## config.mk

```make
export PLATFORM = sky130hd
export DESIGN_NAME = pattern_detect_ctrl
export DESIGN_NICKNAME = d
export VERILOG_FILES = /design/src/rtl/pattern_detect_ctrl.sv
export SDC_FILE = /design/constraint.sdc
export NUM_CORES = 1
export LEC_CHECK = 0
export CAP_MARGIN = 20
export CORE_UTILIZATION = 40
export CTS_BUF_LIST = sky130_fd_sc_hd__clkbuf_4
export DETAILED_ROUTE_END_ITERATION = 8
export PLACE_DENSITY = 0.59
export RECOVER_POWER = 50
export SYNTH_ARGS = -nofsm -noshare
export SYNTH_HDL_FRONTEND = slang
export SYNTH_SLANG_ARGS = --single-unit
export TNS_END_PERCENT = 20
```

## constraint.sdc

```tcl
create_clock -name clk -period 6.73 [get_ports clk]
set_clock_uncertainty 0.2 [all_clocks]
set_input_delay 1.346 -clock clk [delete_from_list [all_inputs] [get_ports clk]]
set_output_delay 1.346 -clock clk [all_outputs]
set_load 0.02 [all_outputs]
```

## src/rtl/pattern_detect_ctrl.sv

```systemverilog
// Serial pattern detector with a session controller: IDLE/RUN/DONE FSM that
// counts matches of a configurable up-to-PAT_W-bit pattern until a target or abort.
module pattern_detect_ctrl #(
  parameter int PAT_W = 8,
  parameter int CNT_W = 8
) (
  input  logic                       clk,
  input  logic                       rst,
  input  logic                       cfg_wr,
  input  logic [PAT_W-1:0]           cfg_pattern,
  input  logic [$clog2(PAT_W)-1:0]   cfg_len,
  input  logic                       cfg_overlap,
  input  logic [CNT_W-1:0]           cfg_target,
  input  logic                       start,
  input  logic                       abort,
  input  logic                       valid_in,
  input  logic                       d_in,
  output logic                       pattern_detected,
  output logic [CNT_W-1:0]           match_count,
  output logic                       busy,
  output logic                       done,
  output logic                       cfg_err
);

  localparam int LEN_W  = $clog2(PAT_W);
  localparam int SEEN_W = $clog2(PAT_W + 1);
  localparam logic [SEEN_W-1:0] SEEN_ONE  = SEEN_W'(1);
  localparam logic [CNT_W-1:0]  CNT_ZERO  = {CNT_W{1'b0}};
  localparam logic [CNT_W-1:0]  CNT_MAX   = {CNT_W{1'b1}};
  localparam logic [CNT_W-1:0]  CNT_ONE   = CNT_W'(1);

  typedef enum logic [1:0] {
    ST_IDLE = 2'd0,
    ST_RUN  = 2'd1,
    ST_DONE = 2'd2
  } state_t;

  state_t               state_r, state_s;
  logic [PAT_W-1:0]     hist_r, pat_r;
  logic [SEEN_W-1:0]    seen_r;
  logic [LEN_W-1:0]     len_r;
  logic                 ovl_r;
  logic [CNT_W-1:0]     tgt_r, count_r;
  logic                 det_r, done_r, busy_r, cfg_err_r;
  logic                 det_s, done_s, busy_s, cfg_err_s;
  logic                 sample_s, match_s, hit_s;
  logic [PAT_W-1:0]     hist_shift_s;
  logic [SEEN_W-1:0]    need_s, seen_inc_s;
  logic [CNT_W-1:0]     count_inc_s;

  // Compare only the low len+1 bits of history against the pattern.
  function automatic logic masked_eq(input logic [PAT_W-1:0] hist,
                                     input logic [PAT_W-1:0] pat,
                                     input logic [LEN_W-1:0] len);
    logic [PAT_W-1:0] mask;
    mask = {PAT_W{1'b0}};
    for (int i = 0; i < PAT_W; i++) begin
      if (i <= int'(len)) begin
        mask[i] = 1'b1;
      end else begin
        mask[i] = 1'b0;
      end
    end
    return ((hist ^ pat) & mask) == {PAT_W{1'b0}};
  endfunction

  // Match evaluation includes the bit being sampled on this edge.
  always_comb begin
    sample_s     = (state_r == ST_RUN) && valid_in && !abort;
    hist_shift_s = {hist_r[PAT_W-2:0], d_in};
    need_s       = SEEN_W'(len_r) + SEEN_ONE;
    if (seen_r >= need_s) begin
      seen_inc_s = need_s;
    end else begin
      seen_inc_s = seen_r + SEEN_ONE;
    end
    match_s = sample_s && (seen_inc_s >= need_s) && masked_eq(hist_shift_s, pat_r, len_r);
    if (count_r == CNT_MAX) begin
      count_inc_s = count_r;
    end else begin
      count_inc_s = count_r + CNT_ONE;
    end
    hit_s = match_s && (tgt_r != CNT_ZERO) && (count_inc_s == tgt_r);
  end

  // State register.
  always_ff @(posedge clk) begin
    if (rst) begin
      state_r <= ST_IDLE;
    end else begin
      state_r <= state_s;
    end
  end

  // Next-state logic; abort always beats start and target completion.
  always_comb begin
    state_s = state_r;
    case (state_r)
      ST_IDLE: begin
        if (start && !abort) begin
          state_s = ST_RUN;
        end else begin
          state_s = ST_IDLE;
        end
      end
      ST_RUN: begin
        if (abort) begin
          state_s = ST_IDLE;
        end else if (hit_s) begin
          state_s = ST_DONE;
        end else begin
          state_s = ST_RUN;
        end
      end
      ST_DONE: state_s = ST_IDLE;
      default: state_s = ST_IDLE;
    endcase
  end

  // Output decode, registered below so every output is a flop.
  always_comb begin
    det_s     = match_s;
    done_s    = (state_s == ST_DONE);
    busy_s    = (state_s == ST_RUN);
    cfg_err_s = cfg_wr && (state_r != ST_IDLE);
  end

  // Output registers.
  always_ff @(posedge clk) begin
    if (rst) begin
      det_r     <= 1'b0;
      done_r    <= 1'b0;
      busy_r    <= 1'b0;
      cfg_err_r <= 1'b0;
    end else begin
      det_r     <= det_s;
      done_r    <= done_s;
      busy_r    <= busy_s;
      cfg_err_r <= cfg_err_s;
    end
  end

  // Configuration, history, bits-seen and match counter.
  always_ff @(posedge clk) begin
    if (rst) begin
      pat_r   <= {PAT_W{1'b0}};
      len_r   <= {LEN_W{1'b0}};
      ovl_r   <= 1'b0;
      tgt_r   <= CNT_ZERO;
      hist_r  <= {PAT_W{1'b0}};
      seen_r  <= {SEEN_W{1'b0}};
      count_r <= CNT_ZERO;
    end else begin
      if (cfg_wr && (state_r == ST_IDLE)) begin
        pat_r <= cfg_pattern;
        len_r <= cfg_len;
        ovl_r <= cfg_overlap;
        tgt_r <= cfg_target;
      end
      if ((state_r == ST_IDLE) && (state_s == ST_RUN)) begin
        hist_r  <= {PAT_W{1'b0}};
        seen_r  <= {SEEN_W{1'b0}};
        count_r <= CNT_ZERO;
      end else if (sample_s) begin
        hist_r <= hist_shift_s;
        // Non-overlapping mode restarts the bit count so no completing bit is reused.
        if (match_s && !ovl_r) begin
          seen_r <= {SEEN_W{1'b0}};
        end else begin
          seen_r <= seen_inc_s;
        end
        if (match_s) begin
          count_r <= count_inc_s;
        end
      end
    end
  end

  assign pattern_detected = det_r;
  assign match_count      = count_r;
  assign busy             = busy_r;
  assign done             = done_r;
  assign cfg_err          = cfg_err_r;

endmodule

```

==> results of run 1 <==
[path summary, 6_finish.rpt]
kind | cells after the start | from | slack, ns | endpoint
max | 16 | len_r[0] | 2.30 | match_count[7]
min | 2 | ovl_r | 0.27 | ovl_r
max reg2reg | 16 | len_r[0] | 2.30 | match_count[7]
min reg2reg | 2 | ovl_r | 0.27 | ovl_r
[layout make-up]
type,count,area (µm²)
Fill cell,616,3007
Clock buffer,5,37.54
Tap cell,75,93.84
Inverter,11,41.29
Timing Repair Buffer,38,380.4
Sequential cell,45,900.9
Multi-Input combinational cell,238,1470
Clock inverter,3,25.02
[where the power goes]
group | internal, mW | switching [mW]
registers | 0.275 | 0.00765
logic | 0.0352 | 0.0380
clock network | 0.0435 | 0.0984
[cell usage after synthesis (2+ instances only)]
| cell | number |
|---|---|
| a31o_2 | 2 |
| nor3_1 | 7 |
| nand3_1 | 11 |
| a31oi_1 | 3 |
| ha_1 | 12 |
| nand3b_1 | 2 |
| dfxtp_1 | 45 |
| inv_1 | 11 |
| and2_1 | 3 |
| xnor2_1 | 8 |
| and2_0 | 2 |
| nand4_1 | 3 |
| nand2_1 | 65 |
| a21oi_1 | 41 |
| clkbuf_1 | 8 |
| o211ai_1 | 2 |
| buf_6 | 2 |
| o21ai_0 | 6 |
| xor2_1 | 10 |
| a311oi_1 | 2 |
| mux2i_1 | 8 |
| nor2_1 | 16 |
| a211oi_1 | 3 |
| nor3b_1 | 2 |
| o31ai_1 | 3 |
| buf_4 | 3 |
| nand2b_1 | 2 |
[stage by stage]
step                      util, %  hold slack (ns)
after floorplan                 -           0.2370
after global placement      48.47           0.2480
after detailed placement    48.47           0.2486
after CTS                   49.52           0.2682
after global routing        49.52           0.2890
final                       49.52           0.2687
[sequential cells by signal, summed over array words and instances (netlist names)]
name,flops
hist_r,7
pattern_detected,1
len_r,3
ovl_r,1
match_count,8
done,1
seen_r,4
cfg_err,1
pat_r,8
tgt_r,8
state_r,2
busy,1
[cells by family after synthesis]
kind of cell,Yosys count,share of synthesized area (%)
XOR/XNOR,18,6.319
adder cells (fa/ha/maj),12,6.018
flip-flops,45,36.11
multiplexers,8,3.210
AO/OA/AOI/OAI,72,17.50
buffers and inverters,25,4.965
AND/OR/NAND/NOR,128,25.88
[per-layer routing]
metal	up-vias	GRT usage, %	part of all wire (%)
met3	6	3.708	4.6
li1	1137	-	-
met2	47	29.83	45
met1	1003	25.34	50
met5	-	0	0
met4	0	5.893	0.93
[tightest hold or removal path, delay by kind of cell, from the launching register on]
kind,cells,cell delay (ns)
flip-flops,1,0.34
AO/OA/AOI/OAI,1,0.05
AND/OR/NAND/NOR,1,0.05
==> impl_metrics.yaml, run 1 <==
run_status:
  outcome: "finished clean"
clock_network:
  cts-root-buf: "clkbuf_4"
  insertion_delay_ns: 0.36
  post-cts-setup-buffers: 0
  path_clk_slew_ns: 0.14
  cts_tree: "done"
  post_cts_resized: 0
  numCtsBuffers: 5
  postCtsHoldBufs: 0
  cts.sinks: 45
  htree_levels: 2
  clk_path_buf_depth: 2
layout:
  nets: 378
  areaGrowthSynthToFinish_pct: 18.20
  final_common_cell: "nand2_1"
  drive_gt1_share_pct: 5.882
  diodes: 0
  final_cell_mix: "nand2_1 (65), dfxtp_1 (45), a21oi_1 (41)"
  stdcell_count: 415
  final_area_mm2: 0.002949
floorplanning:
  die_h_um: 80.98
  die_w_um: 80.98
  rows: 28
  initial_core_util_pct: 41.89
  core_mm2: 0.005956
  io_pins: 39
  die_area_mm2: 0.006557
placement:
  place_area_mm2: 0.002887
  dp_cells: 407
  io_buffers: 38
  place_congestion: 0.9079
  pre_cts_ws_ns: 2.326
  dpl.hpwl_um: 4198
power:
  vdd_drop_max_v: 0.00009956
  power_density_mw_per_mm2: 168.6
  power_mw: 0.4972
  cellLeakagePower_nw: 1.069
worst_setup_path:
  crit_buf_inv: 3
  slowest_stage: "o311ai_1"
  crit_fanout: 10
  critPathRequiredTime_ns: 6.80
  critPathTopFamily: "compound AO/OA/AOI/OAI gates"
  critPathLaunchType: "register"
  path_class: "register to register"
  arrival_ns: 4.50
  path_cells: "inv_1, ha_1, inv_1, ha_1, a21oi_1, o311ai_1, mux2i_1, inv_1, ha_1, o21ai_0, a21oi_1, a2bb2oi_1, o21ai_2, nor2_4, a21oi_1, a311oi_1"
  max_stage_delay_ns: 0.67
  cp-end-kind: "register"
synth:
  synth_cells: 308
  synth_cell_types: 53
  yosysTopAreaCell: "dfxtp_1"
  ys_top_cells_by_area: "dfxtp_1 (36%), nand2_1 (9.8%), a21oi_1 (8.2%)"
  yosysWarnings: 0
  synth_edf_count: 0
  synth-seq-cells: 45
  synth_area_per_cell_um2: 8.100
  seq_area_frac_synth_pct: 36.11
  syn-cell-area_mm2: 0.002495
  synth_top_area_share_pct: 36.11
  syn_nets: 347
  synthArstFlopShare_pct: 0
  synth_ff_type: "dfxtp_1"
timing:
  slew_violations: 0
  setup_viol: 0
  final-hold-violation-count: 0
  clock.fmax_mhz: 225.6
  fin_tns_setup_ns: 0
  post-route-min-period_ns: 4.432
  worst_pin_slew_ns: 1.053
  finalCritPeriodShare_pct: 65.86
  finalWorstSetupSlack_ns: 2.298
  rsz0062_at_grt: "no"
  slew_headroom_pct: 29.76
routing:
  viasPerCell: 5.284
  wl_per_cell_um: 13.69
  dr.pass1.iters: 4
  drt_iter0_drc: 111
  dr_total_vias: 2193
  drc: 0
  ant_nets: 0
  wirelength_um: 5683
worst_hold_path:
  min_path_type: "register to register"
grt:
  grt_max_degree: 27
  grt_pass1_vias: 2064
  grt_pass1_wl_um: 9501
  antenna_found_initial: 0
  grt_overflow: 0
  grt_usage_pct: 18.76
job:
  max_cap_violations: 0
Note: power is estimated with default switching activity, not from simulation.
==> run 2, diff against run 1 <==
==> constraint.sdc (replaced) <==
create_clock -name clk -period 4.31 [get_ports clk]
set_clock_uncertainty 0.2 [all_clocks]
set_input_delay 0.862 -clock clk [delete_from_list [all_inputs] [get_ports clk]]
set_output_delay 0.862 -clock clk [all_outputs]
set_load 0.02 [all_outputs]
==> run 2 against run 1 <==
Net effect: sequential power up 56%; critical path depth rose by 1; critical path type unchanged; maximum frequency increased by 11%; worst setup slack worse by 2.0 ns; final cell count rose by 1.2%; sequential share of layout area down 0.25 points; sequential cell count stayed put; register-to-register slack got worse by 2.0 ns; global-route usage down 0.12 points; non-clock buffer count rose by 6; combinational power increased by 63%; largest cell class unchanged.
==> impl_metrics.yaml, run 2 (synthesis results as in run 1) <==
timing:
  fin_tns_setup_ns: 0
  finalWorstSetupSlack_ns: 0.3047
  finalCritPeriodShare_pct: 92.93
  holdWs_ns: 0.2744
  slew_headroom_pct: 17.34
  post-route-min-period_ns: 4.005
  worst_pin_slew_ns: 1.240
  clock.fmax_mhz: 249.7
  rsz0062_at_grt: "no"
  final-hold-violation-count: 0
  setup_viol: 0
  slew_violations: 0
worst_hold_path:
  hp-start: "ovl_r"
  min_to: "ovl_r"
  min_path_type: "register to register"
  holdPathStages: 2
grt:
  antenna_found_initial: 0
  grt_usage_pct: 18.63
  grt_max_degree: 27
  grt_pass1_vias: 2007
  grt_pass1_wl_um: 9363
  grt_overflow: 0
layout:
  diodes: 0
  final_area_mm2: 0.002978
  final_common_cell: "nand2_1"
  drive_gt1_share_pct: 6.957
  areaGrowthSynthToFinish_pct: 19.36
  nets: 384
  final_util_pct: 50.00
  final_cell_mix: "nand2_1 (65), dfxtp_1 (44), a21oi_1 (41)"
  stdcell_count: 420
routing:
  ant_nets: 0
  drt_iter0_drc: 130
  dr.pass1.iters: 5
  drc: 0
  dr_total_vias: 2239
  wirelength_um: 5722
  viasPerCell: 5.331
  wl_per_cell_um: 13.62
power:
  power_mw: 0.7542
  vdd_drop_max_v: 0.0001299
  power_frac_seq_pct: 58.3
  switching_share_pct: 27.62
  pwr-share-clk_pct: 25.9
  power.internal_mw: 0.5458
  power_density_mw_per_mm2: 253.3
  switchingPower_mw: 0.2083
  cellLeakagePower_nw: 1.075
  p_comb_share_pct: 15.7
clock_network:
  htree_levels: 2
  postCtsHoldBufs: 0
  cts.sinks: 45
  numCtsBuffers: 5
  insertion_delay_ns: 0.36
  clk_path_buf_depth: 2
  path_clk_slew_ns: 0.13
  cts_tree: "done"
  cts-root-buf: "clkbuf_4"
worst_setup_path:
  slowest_stage: "or3b_2"
  r2r_start: "len_r[0]"
  reg2regPathDepth: 17
  critPathRequiredTime_ns: 4.33
  path_cells: "inv_1, ha_1, inv_1, ha_1, or3b_2, o2111ai_1, o311ai_1, buf_4, mux2i_1, ha_1, o21ai_0, a21oi_1, a2bb2oi_1, o21ai_2, nor3_2, mux2i_1, nor2_1"
  crit_fanout: 8
  timing.rr.end: "match_count[1]"
  arrival_ns: 4.03
  reg2reg_slack_ns: 0.30
  path_class: "register to register"
  critPathLaunchType: "register"
  max_stage_delay_ns: 0.44
  cp-end-kind: "register"
  cp_common_cell: "ha_1"
job:
  max_cap_violations: 0
placement:
  dp_cells: 413
  io_buffers: 38
  place_congestion: 0.8848
  dpl.hpwl_um: 4172
  pre_cts_ws_ns: 0.2669
  place_area_mm2: 0.002932
floorplanning:
  io_pins: 39
  die_h_um: 80.98
  core_mm2: 0.005956
  rows: 28
  initial_core_util_pct: 41.89
  die_area_mm2: 0.006557
  die_w_um: 80.98
run_status:
  outcome: "finished clean"
## run 2: final cells by class
type	count	area (µm²)
fill	613	2978
multi-input combinational	238	1470
sequential	45	902.1
timing repair buffer	44	421.7
tap	75	93.84
inverter	11	41.29
clock buffer	5	37.54
clock inverter	2	11.26
## run 2: worst max-delay path by stage
stage / from / end / slack [ns] / cells past startpoint
detailed placement: len_r[0] / match_count[1] / 0.27 / 17
floorplan: len_r[0] / match_count[1] / 0.56 / 17
finish: len_r[0] / match_count[1] / 0.30 / 17
global route: len_r[0] / seen_r[2] / 0.03 / 17
CTS: len_r[0] / match_count[1] / 0.22 / 17
global placement: len_r[0] / match_count[1] / 0.33 / 17
## run 2: power by group through the flow
| stage | Clock [mW] | Combinational (mW) | Sequential, mW |
|---|---|---|---|
| CTS | 0.208 | 0.120 | 0.440 |
| global placement | 0 | 0.119 | 0.449 |
| finish | 0.196 | 0.119 | 0.440 |
| global route | 0.222 | 0.133 | 0.442 |
| floorplan | 0 | 0.0750 | 0.447 |
| detailed placement | 0 | 0.119 | 0.449 |
## run 2: worst max-delay path, delay by kind of cell, from the launching register on
kind,cells,cell delay (ns)
AO/OA/AOI/OAI,6,0.96
adder cells (fa/ha/maj),3,0.83
buffers and inverters,3,0.34
flip-flops,1,0.42
multiplexers,2,0.34
AND/OR/NAND/NOR,3,0.79
## run 2: repair_timing
| action | 4_1_cts | 5_1_grt |
|---|---|---|
| resized for setup | 0 | 1 |
| setup buffers | 0 | 0 |
| hold endpoints to repair | 0 | 0 |
| endpoints found under the setup margin | 0 | 9 |
## run 2: routing by layer
| layer | routed length [µm] | global-route usage, % | vias to the layer above |
|---|---|---|---|
| li1 | - | - | 1161 |
| met1 | 3047 | 27.12 | 1026 |
| met2 | 2415 | 27.65 | 48 |
| met3 | 217 | 3.483 | 4 |
| met4 | 42 | 5.357 | 0 |
| met5 | 0 | 0 | - |
==> run 3, diff against run 2 <==
--- a/config.mk
+++ b/config.mk
@@ -8,6 +8,7 @@
 export CAP_MARGIN = 20
 export CORE_UTILIZATION = 40
 export CTS_BUF_LIST = sky130_fd_sc_hd__clkbuf_4
+export CTS_CLUSTER_DIAMETER = 60
 export DETAILED_ROUTE_END_ITERATION = 8
 export PLACE_DENSITY = 0.59
 export RECOVER_POWER = 50
==> results of run 3 <==
Same layout as run 2: the final DEF is identical, and so are final timing and power.
